<file path="src/rtl/cpu_pkg.sv">
// Shared definitions for the 16-bit pipelined CPU: widths, MEM stage states,
// the MEM/WB pipeline bundle and the opcodes of the memory/halt instructions.
package cpu_pkg;

    localparam int CPU_DW = 16;
    localparam int CPU_AW = 16;
    localparam int CPU_RW = 4;

    typedef enum logic [1:0] {
        IDLE,
        WAIT,
        HALTED
    } dmem_state_e;

    typedef struct packed {
        logic              valid;
        logic              reg_wr;
        logic [CPU_RW-1:0] dst;
        logic [CPU_DW-1:0] data;
        logic [15:0]       inst;
        logic              halt;
    } mem_wb_t;

    localparam logic [3:0] OP_LW  = 4'h8;
    localparam logic [3:0] OP_SW  = 4'h9;
    localparam logic [3:0] OP_HLT = 4'hF;

endpackage

</file>
<file path="src/rtl/sat_counter.sv">
// Saturating up-counter with enable and synchronous clear; holds at all-ones
// instead of wrapping.
module sat_counter #(
    parameter int W = 16
) (
    input  logic         clk,
    input  logic         rst_n,
    input  logic         clr_i,
    input  logic         en_i,
    output logic [W-1:0] cnt_o
);

    logic [W-1:0] cnt_q, cnt_d;

    always_comb begin
        cnt_d = cnt_q;
        if (clr_i) begin
            cnt_d = '0;
        end else if (en_i && (cnt_q != '1)) begin
            cnt_d = cnt_q + W'(1);
        end
    end

    always_ff @(posedge clk) begin
        if (!rst_n) begin
            cnt_q <= '0;
        end else begin
            cnt_q <= cnt_d;
        end
    end

    assign cnt_o = cnt_q;

endmodule

</file>
<file path="src/rtl/dmem_stage.sv">
// MEM stage: issues the data-memory handshake from EX/MEM, stalls upstream while
// the memory is busy and fills MEM/WB. Define DMEM_TIMEOUT_EN for the wait timeout.
module dmem_stage
    import cpu_pkg::*;
#(
    parameter int DW = CPU_DW,
    parameter int AW = CPU_AW,
    parameter int RW = CPU_RW
`ifdef DMEM_TIMEOUT_EN
    ,
    parameter int TMO = 64
`endif
) (
    input  logic          clk,
    input  logic          rst_n,
    input  logic          ex_valid,
    input  logic          ex_mem_en,
    input  logic          ex_mem_wr,
    input  logic [AW-1:0] ex_result,
    input  logic [DW-1:0] ex_store_data,
    input  logic          ex_reg_wr,
    input  logic [15:0]   ex_inst,
    input  logic          ex_halt,
    output logic          mem_req,
    output logic          mem_we,
    output logic [AW-1:0] mem_addr,
    output logic [DW-1:0] mem_wdata,
    input  logic [DW-1:0] mem_rdata,
    input  logic          mem_ack,
    output logic          stall_o,
    output logic          wb_valid,
    output logic          wb_reg_wr,
    output logic [RW-1:0] wb_dst,
    output logic [DW-1:0] wb_data,
    output logic [15:0]   wb_inst,
    output logic          wb_halt,
    output logic [15:0]   stall_cnt,
    output logic          err_o
);

    dmem_state_e state_q, state_d;
    mem_wb_t     wb_q, wb_d;
    logic        req;
    logic        stall;
    logic        capture;

`ifdef DMEM_TIMEOUT_EN
    logic        err_q, err_d;
    logic        timeout;
    logic [15:0] wait_cnt;

    sat_counter #(.W(16)) u_wait_cnt (
        .clk   (clk),
        .rst_n (rst_n),
        .clr_i (state_q != WAIT),
        .en_i  ((state_q == WAIT) && stall),
        .cnt_o (wait_cnt)
    );
`endif

    // EX/MEM stays frozen while stalled, so the request is simply re-driven
    // from it every cycle until the ack arrives.
    always_comb begin
        state_d = state_q;
        wb_d    = '0;
        req     = 1'b0;
        stall   = 1'b0;
        capture = 1'b0;
`ifdef DMEM_TIMEOUT_EN
        timeout = 1'b0;
`endif
        case (state_q)
            IDLE, WAIT: begin
                state_d = IDLE;
                if (ex_valid && ex_mem_en) begin
                    req = 1'b1;
                    if (mem_ack) begin
                        capture = 1'b1;
                    end else begin
                        stall   = 1'b1;
                        state_d = WAIT;
`ifdef DMEM_TIMEOUT_EN
                        if ((state_q == WAIT) && (wait_cnt == 16'(TMO - 1))) begin
                            timeout = 1'b1;
                            state_d = HALTED;
                            wb_d.halt = 1'b1;
                        end
`endif
                    end
                end else if (ex_valid) begin
                    capture = 1'b1;
                    if (ex_halt) begin
                        state_d = HALTED;
                    end
                end
            end
            HALTED: begin
                stall     = 1'b1;
                wb_d.halt = 1'b1;
            end
            default: state_d = IDLE;
        endcase

        if (capture) begin
            wb_d.valid  = 1'b1;
            wb_d.reg_wr = ex_reg_wr && !(ex_mem_en && ex_mem_wr);
            wb_d.dst    = ex_inst[11:8];
            wb_d.data   = (ex_mem_en && !ex_mem_wr) ? CPU_DW'(mem_rdata) : CPU_DW'(ex_result);
            wb_d.inst   = ex_inst;
            wb_d.halt   = ex_halt;
        end
    end

`ifdef DMEM_TIMEOUT_EN
    assign err_d = err_q || timeout;

    always_ff @(posedge clk) begin
        if (!rst_n) begin
            err_q <= 1'b0;
        end else begin
            err_q <= err_d;
        end
    end

    assign err_o = err_q;
`else
    assign err_o = 1'b0;
`endif

    always_ff @(posedge clk) begin
        if (!rst_n) begin
            state_q <= IDLE;
            wb_q    <= '0;
        end else begin
            state_q <= state_d;
            wb_q    <= wb_d;
        end
    end

    // Halted cycles are not stalls waiting on memory, so they are not counted.
    sat_counter #(.W(16)) u_stall_cnt (
        .clk   (clk),
        .rst_n (rst_n),
        .clr_i (1'b0),
        .en_i  (stall_o && (state_q != HALTED)),
        .cnt_o (stall_cnt)
    );

    assign mem_req   = req && rst_n;
    assign mem_we    = mem_req && ex_mem_wr;
    assign mem_addr  = ex_result;
    assign mem_wdata = ex_store_data;
    assign stall_o   = stall && rst_n;

    assign wb_valid  = wb_q.valid;
    assign wb_reg_wr = wb_q.reg_wr;
    assign wb_dst    = RW'(wb_q.dst);
    assign wb_data   = DW'(wb_q.data);
    assign wb_inst   = wb_q.inst;
    assign wb_halt   = wb_q.halt;

endmodule

</file>
<file path="config.mk">
export PLATFORM = sky130hd
export DESIGN_NAME = dmem_stage
export DESIGN_NICKNAME = d
export VERILOG_FILES = /design/src/rtl/cpu_pkg.sv /design/src/rtl/sat_counter.sv /design/src/rtl/dmem_stage.sv
export SDC_FILE = /design/constraint.sdc
export NUM_CORES = 1
export LEC_CHECK = 0
export ABC_CLOCK_PERIOD_IN_PS = 3700
export BUFFER_PORTS_ARGS = -buffer_cell sky130_fd_sc_hd__buf_2
export CELL_PAD_IN_SITES_DETAIL_PLACEMENT = 1
export CELL_PAD_IN_SITES_GLOBAL_PLACEMENT = 1
export CORE_MARGIN = 2
export CORE_UTILIZATION = 30
export CTS_CLUSTER_DIAMETER = 40
export DETAILED_ROUTE_END_ITERATION = 8
export PLACE_DENSITY_LB_ADDON = 0.08
export SETUP_SLACK_MARGIN = 0.5
export SYNTH_ARGS = -nofsm -noshare
export SYNTH_HDL_FRONTEND = slang
export SYNTH_SLANG_ARGS = --single-unit
</file>
<file path="constraint.sdc">
create_clock -name clk -period 3.7 [get_ports clk]
set_input_delay 0.555 -clock clk [delete_from_list [all_inputs] [get_ports clk]]
set_output_delay 0.555 -clock clk [all_outputs]
set_load 0.02 [all_outputs]
</file>
==> metrics, run 1 <==
Placed Instances 440; clock buffer count from CTS 5; Initial Util 0.3142; Sum Neg Setup Slack 0 ns; Buf/Inv on CP 2; Pwr Total 1.149 mW; Slowest cell on crit path nand2_1; commonest non-fill, non-tap cell in the layout buf_2; ranking of synthesized cells by area dfxtp_1 46%, buf_4 13%, nand2_1 8.8%; fin. max-slew vios 0; Tcrit/Tclk final 0.6209; Hold WS 0.4644 ns; Final Hold Viols 0; fmax 0.4353 GHz; Worst Path Arrival 1.74 ns; Max stage delay on crit path 0.37 ns; wirelength, routed between 6000 and 7000 um; drt drc 0; RSZ-0062 raised after global routing false; grt total ovfl 0; max cap viols 0; fin cells about 450; Worst-path clk slew 0.10 ns; I/O Pins 163; number of synthesized flops with an enable pin 0; post-detail-place hpwl 4648 um; Core Region ~0.0073 mm2; postcts setup bufs 0; post_cts resized 0; Critical Path, Cell by Cell buf_2 -> and3b_1 -> nand2_1 -> nand2_1 -> buf_2; Final setup viols 0; clk buf depth 2; root buf cell clkbuf_8; clk_lat worst skew about 0.3 ns; CP Max Fanout 20; Ys Warns 0; sequential cell area 0.001061 mm2; die area ~0.0084 mm2; Layout fillers 892; VDD IR max roughly 0.19 mV; antenna cells 0; skew final 0.006790 ns; antenna-violating nets left 0; Die H 91.63 um; Mapped Cells 261; Critical Path RT ~3.1 ns; per-cell routed wire length about 14 um; initial antenna violation count 0; IO buf count 129; CTS Sinks 53; Max-slew headroom 0.2457; GP Congestion 0.6906; Total GRT Usage 0.1436; Worst Setup End Kind primary output; classification of the worst setup path primary input to primary output; P_leak approximately 1.5 nW; area of the multi-input gates slightly below 900 um2; DRT Pass-1 Iters 4; type of origin of the critical path primary input; asr flop ratio synth 0; worst slew pin tran 1.129 ns; Yosys reg bits 53; Cell Area, Synth between 0.002 and 0.0025 mm2; synthesized area per cell 8.826 um2; Via Count between 2,000 and 2,500; sequential area share after synthesis 0.4606; most frequent cells in the layout 129 x buf_2, 54 x nand2_1, 53 x dfxtp_1, 23 x a21oi_1, 19 x and3_1; H-tree depth 2; hold_buf cts 0; global-route wire length before repair 9763 um; die width roughly 90 um; dominant cell type by area after synthesis dfxtp_1; largest net degree at the start of global routing 21; drt initial violations slightly above 90; Post-Syn Nets 334; Tightest Hold Check Type primary input to flop; delay-heaviest family, CP simple AND/OR/NAND/NOR gates; Synth top area share 0.4606; PwrDens 401.1 mW/mm2; top_reg_cell synth dfxtp_1; area growth from synthesis to layout 24.33%; Yosys cell types 40; status complete, no violations; vias in the first global route 1,980; Final nets 421; Tmin final 2.297 ns; share of cells above drive strength 1 0.4097; post-DR vias/cell 4.583; row count 31; TritonCTS clock tree done
## Yosys cell counts (all sizes together), types with 2 or more instances
cell type  number
nor2            4
nand3b          2
and3           20
and2            2
o41ai           2
o311ai          2
or3             2
dfxtp          53
a21oi          23
o21ai           3
clkbuf          9
o31ai           4
nor4            4
nand2          54
nand2b          3
nor2b           2
nand4           5
inv             2
or4             5
buf            41
mux2i           6
## layout make-up
| type | instances | area share |
|---|---|---|
| sequential | 53 | 0.3705 |
| multi-input combinational | 155 | 0.3124 |
| timing repair buffer | 130 | 0.2280 |
| tap | 99 | 0.04325 |
| clock buffer | 6 | 0.02883 |
| clock inverter | 2 | 0.01311 |
| inverter | 3 | 0.003932 |
## metrics by stage
step,setup slack (ns),cell area [um2],utilization
after floorplan,1.669,2303,-
after CTS,1.398,2864,0.3907
after global placement,1.415,2744,0.3743
final,1.403,2864,0.3907
after global routing,1.241,2864,0.3907
after detailed placement,1.401,2744,0.3743
## power by group
| group | switching [mW] | internal [mW] |
|---|---|---|
| Clock | 0.196 | 0.220 |
| Combinational | 0.0878 | 0.0537 |
| Sequential | 0.00422 | 0.586 |
| Total | 0.288 | 0.860 |
## final timing paths
path                             start               endpoint  slack (ns)  depth (start not counted)
hold reg to reg   u_stall_cnt.cnt_o[7]   u_stall_cnt.cnt_o[7]        0.50                          2
hold / removal                 ex_halt                wb_halt        0.46                          3
setup / recovery                 rst_n                stall_o        1.40                          5
setup reg to reg  u_stall_cnt.cnt_o[0]  u_stall_cnt.cnt_o[11]        1.74                          5
## flip-flops by register name, indices dropped and copies added, names as in the netlist
register and cells:
state_q 2, u_stall_cnt.cnt_o 16, wb_data 16, wb_dst 3, wb_halt 1, wb_inst 13, wb_reg_wr 1, wb_valid 1
## kinds of logic (layout without fill, tap and decap cells)
group / Yosys count / in the layout / share of synthesized area
buffers and inverters: 53 / 141 / 0.1510
flip-flops: 53 / 53 / 0.4606
other: 1 / 1 / 0.001628
AO/OA/AOI/OAI: 36 / 36 / 0.09234
adder cells (fa/ha/maj): 1 / 1 / 0.005431
multiplexers: 6 / 6 / 0.02607
AND/OR/NAND/NOR: 111 / 111 / 0.2629
## worst register-to-register path: cells and delay by family, from the launching register on
| family | cells | cell delay [ns] |
|---|---|---|
| AO/OA/AOI/OAI | 1 | 0.15 |
| AND/OR/NAND/NOR | 3 | 1.16 |
| adder cells (fa/ha/maj) | 1 | 0.23 |
| flip-flops | 1 | 0.35 |
## per-layer routing
layer,GRT usage,vias up,wire (um),part of all wire
met2,0.2298,89,2683,0.44
li1,-,1026,-,-
met3,0.04191,9,549,0.089
met4,0.05051,0,94,0.015
met1,0.1841,929,2838,0.46
met5,0,-,0,0
(Power assumes the default switching activity.)
==> inputs of run 2 (changes only) <==
ABC_CLOCK_PERIOD_IN_PS = 2200   (was 3700)
CORE_UTILIZATION = 28   (was 30)
clock period = 2.2 ns   (was 3.7 ns; I/O delays follow)
==> run 2 against run 1 <==
  * Worst setup slack worse by 0.86 ns
  * Total power up 61%
  * Via count increased by 4.0%
  * Combinational power rose by 85%
  * Count of clock-buffer cells in the layout decreased by 1
  * Hold slack worse by 0.24 ns
==> metrics, run 2 (synthesis results as in run 1) <==
status complete, no violations (unchanged); post-detail-place hpwl 4794 um (was 4648 um); antenna cells 0 (unchanged); share of cells above drive strength 1 0.4768 (was 0.4097); Sum Neg Setup Slack 0 ns (unchanged); classification of the worst setup path flop to flop (was primary input to primary output); initial antenna violation count 0 (unchanged); Total GRT Usage 0.1372 (was 0.1436); drt initial violations 66 (was 93); grt total ovfl 0 (unchanged); clk_lat worst skew 0.31 ns (was 0.30 ns); Die H 94.70 um (was 91.63 um); Tmin final 1.661 ns; hold path depth 3 (unchanged); Worst-path clk slew 0.11 ns (was 0.10 ns); Via Count 2,135 (was 2,053); Tightest Hold Check Type primary input to flop (unchanged); Core Region 0.008093 mm2 (was 0.007331 mm2); DRT Pass-1 Iters 4 (unchanged); PwrDens 599.9 mW/mm2 (was 401.1 mW/mm2); P_leak 1.563 nW (was 1.477 nW); IO buf count 129 (unchanged); root buf cell clkbuf_8 (unchanged); clock buffer count from CTS 5 (unchanged); fin. max-slew vios 0 (unchanged); global-route wire length before repair 9646 um (was 9763 um); skew final 0.009174 ns (was 0.006790 ns); max cap viols 0 (unchanged); most frequent cells in the layout 127 x buf_2, 53 x nand2_1, 50 x dfxtp_1, 20 x a21oi_1, 19 x and3_1 (was 129 x buf_2, 54 x nand2_1, 53 x dfxtp_1, 23 x a21oi_1, 19 x and3_1); RSZ-0062 raised after global routing true (was false); area growth from synthesis to layout 33.51% (was 24.33%); per-cell routed wire length 14.06 um (was 13.76 um); fin util 0.3800 (was 0.3907); Critical Path RT 2.44 ns (was 3.14 ns); die width 94.70 um (was 91.63 um); type of origin of the critical path flop (was primary input); clk buf depth 2 (unchanged); post-DR vias/cell 4.523 (was 4.583); fmax 0.6020 GHz; Initial Util 0.2846 (was 0.3142); worst slew pin tran 0.6322 ns (was 1.129 ns); GP Congestion 0.6902 (was 0.6906); row count 33 (was 31); Max-slew headroom 0.5785 (was 0.2457); antenna-violating nets left 0 (unchanged); worst r2r path cells 5 (unchanged); CP Max Fanout 8 (was 20); largest net degree at the start of global routing 20 (was 21); Final nets 439 (was 421); Final Hold Viols 0 (unchanged); TritonCTS clock tree done (unchanged); wirelength, routed 6635 um (was 6165 um); Final setup viols 0 (unchanged); Tcrit/Tclk final 0.7551; drt drc 0 (unchanged); VDD IR max 0.2876 mV (was 0.1915 mV); die area 0.008968 mm2 (was 0.008395 mm2); CTS Sinks 53 (unchanged); Worst Setup End Kind flop (was primary output); H-tree depth 2 (unchanged); Worst Path Arrival 1.91 ns (was 1.74 ns); commonest non-fill, non-tap cell in the layout buf_2 (unchanged); I/O Pins 163 (unchanged); Pwr Total 1.845 mW (was 1.149 mW); vias in the first global route 1,941 (was 1,980)
## run 2: cell types whose count changed in the layout (fill, tap and decap cells not counted), sizes merged
cell    previous run  this run
buf              130       147
clkinv             1         2
clkbuf             6         5
and4bb             1         2
bufinv             1         0
inv                2         3
## run 2: critical path, stage by stage (launching register included)
cell	delay, ns
dfxtp_4	0.38
ha_4	0.16
and4_4	0.21
and4bb_2	0.31
nor4_1	0.33
mux2i_1	0.21
## run 2: final cells by class
| class | count | area (um2) |
|---|---|---|
| well taps | 105 | 131.4 |
| clock inverters | 3 | 25.02 |
| fillers | 1009 | 5017 |
| inverters | 3 | 11.26 |
| repair buffers | 147 | 813.3 |
| multi-input cells | 156 | 958.4 |
| flip-flops and latches | 53 | 1067 |
| clock buffers | 5 | 68.82 |
## run 2: what timing repair did
action / 4_1_cts / 5_1_grt
hold buffers: 0 / 0
setup endpoints to repair: 14 / 9
gates cloned: 0 / 1
setup buffers: 2 / 8
pin swaps: 0 / 1
gates resized for setup: 9 / 8
## run 2: path summary, 6_finish.rpt
| check | start | endpoint | slack, ns |
|---|---|---|---|
| setup reg to reg | u_stall_cnt.cnt_o[0] | u_stall_cnt.cnt_o[7] | 0.54 |
| hold reg to reg | u_stall_cnt.cnt_o[7] | u_stall_cnt.cnt_o[7] | 0.49 |
| setup / recovery | u_stall_cnt.cnt_o[0] | u_stall_cnt.cnt_o[7] | 0.54 |
| hold / removal | ex_halt | wb_halt | 0.23 |
## run 2: per-layer routing
metal	wire, um	track usage
met5	0	0
met4	76	0.03623
met3	601	0.04629
met2	3067	0.2252
met1	2890	0.1723
## run 2: per-stage QoR
stage / worst slack, ns / area (um2) / instances / hold WS (ns)
global placement: 0.3555 / 2826 / 453 / 0.4711
finish: 0.5388 / 3075 / 472 / 0.2251
global route: 0.4635 / 3075 / 472 / 0.2216
floorplan: 0.5160 / 2326 / 261 / 0.4363
CTS: 0.5089 / 2958 / 463 / 0.2129
detailed placement: 0.3379 / 2826 / 453 / 0.4794
## run 2: where the power goes
part           switching [mW]  internal [mW]
Clock                   0.359          0.231
Combinational           0.154          0.108
Sequential            0.00720          0.986
Total                   0.520           1.32
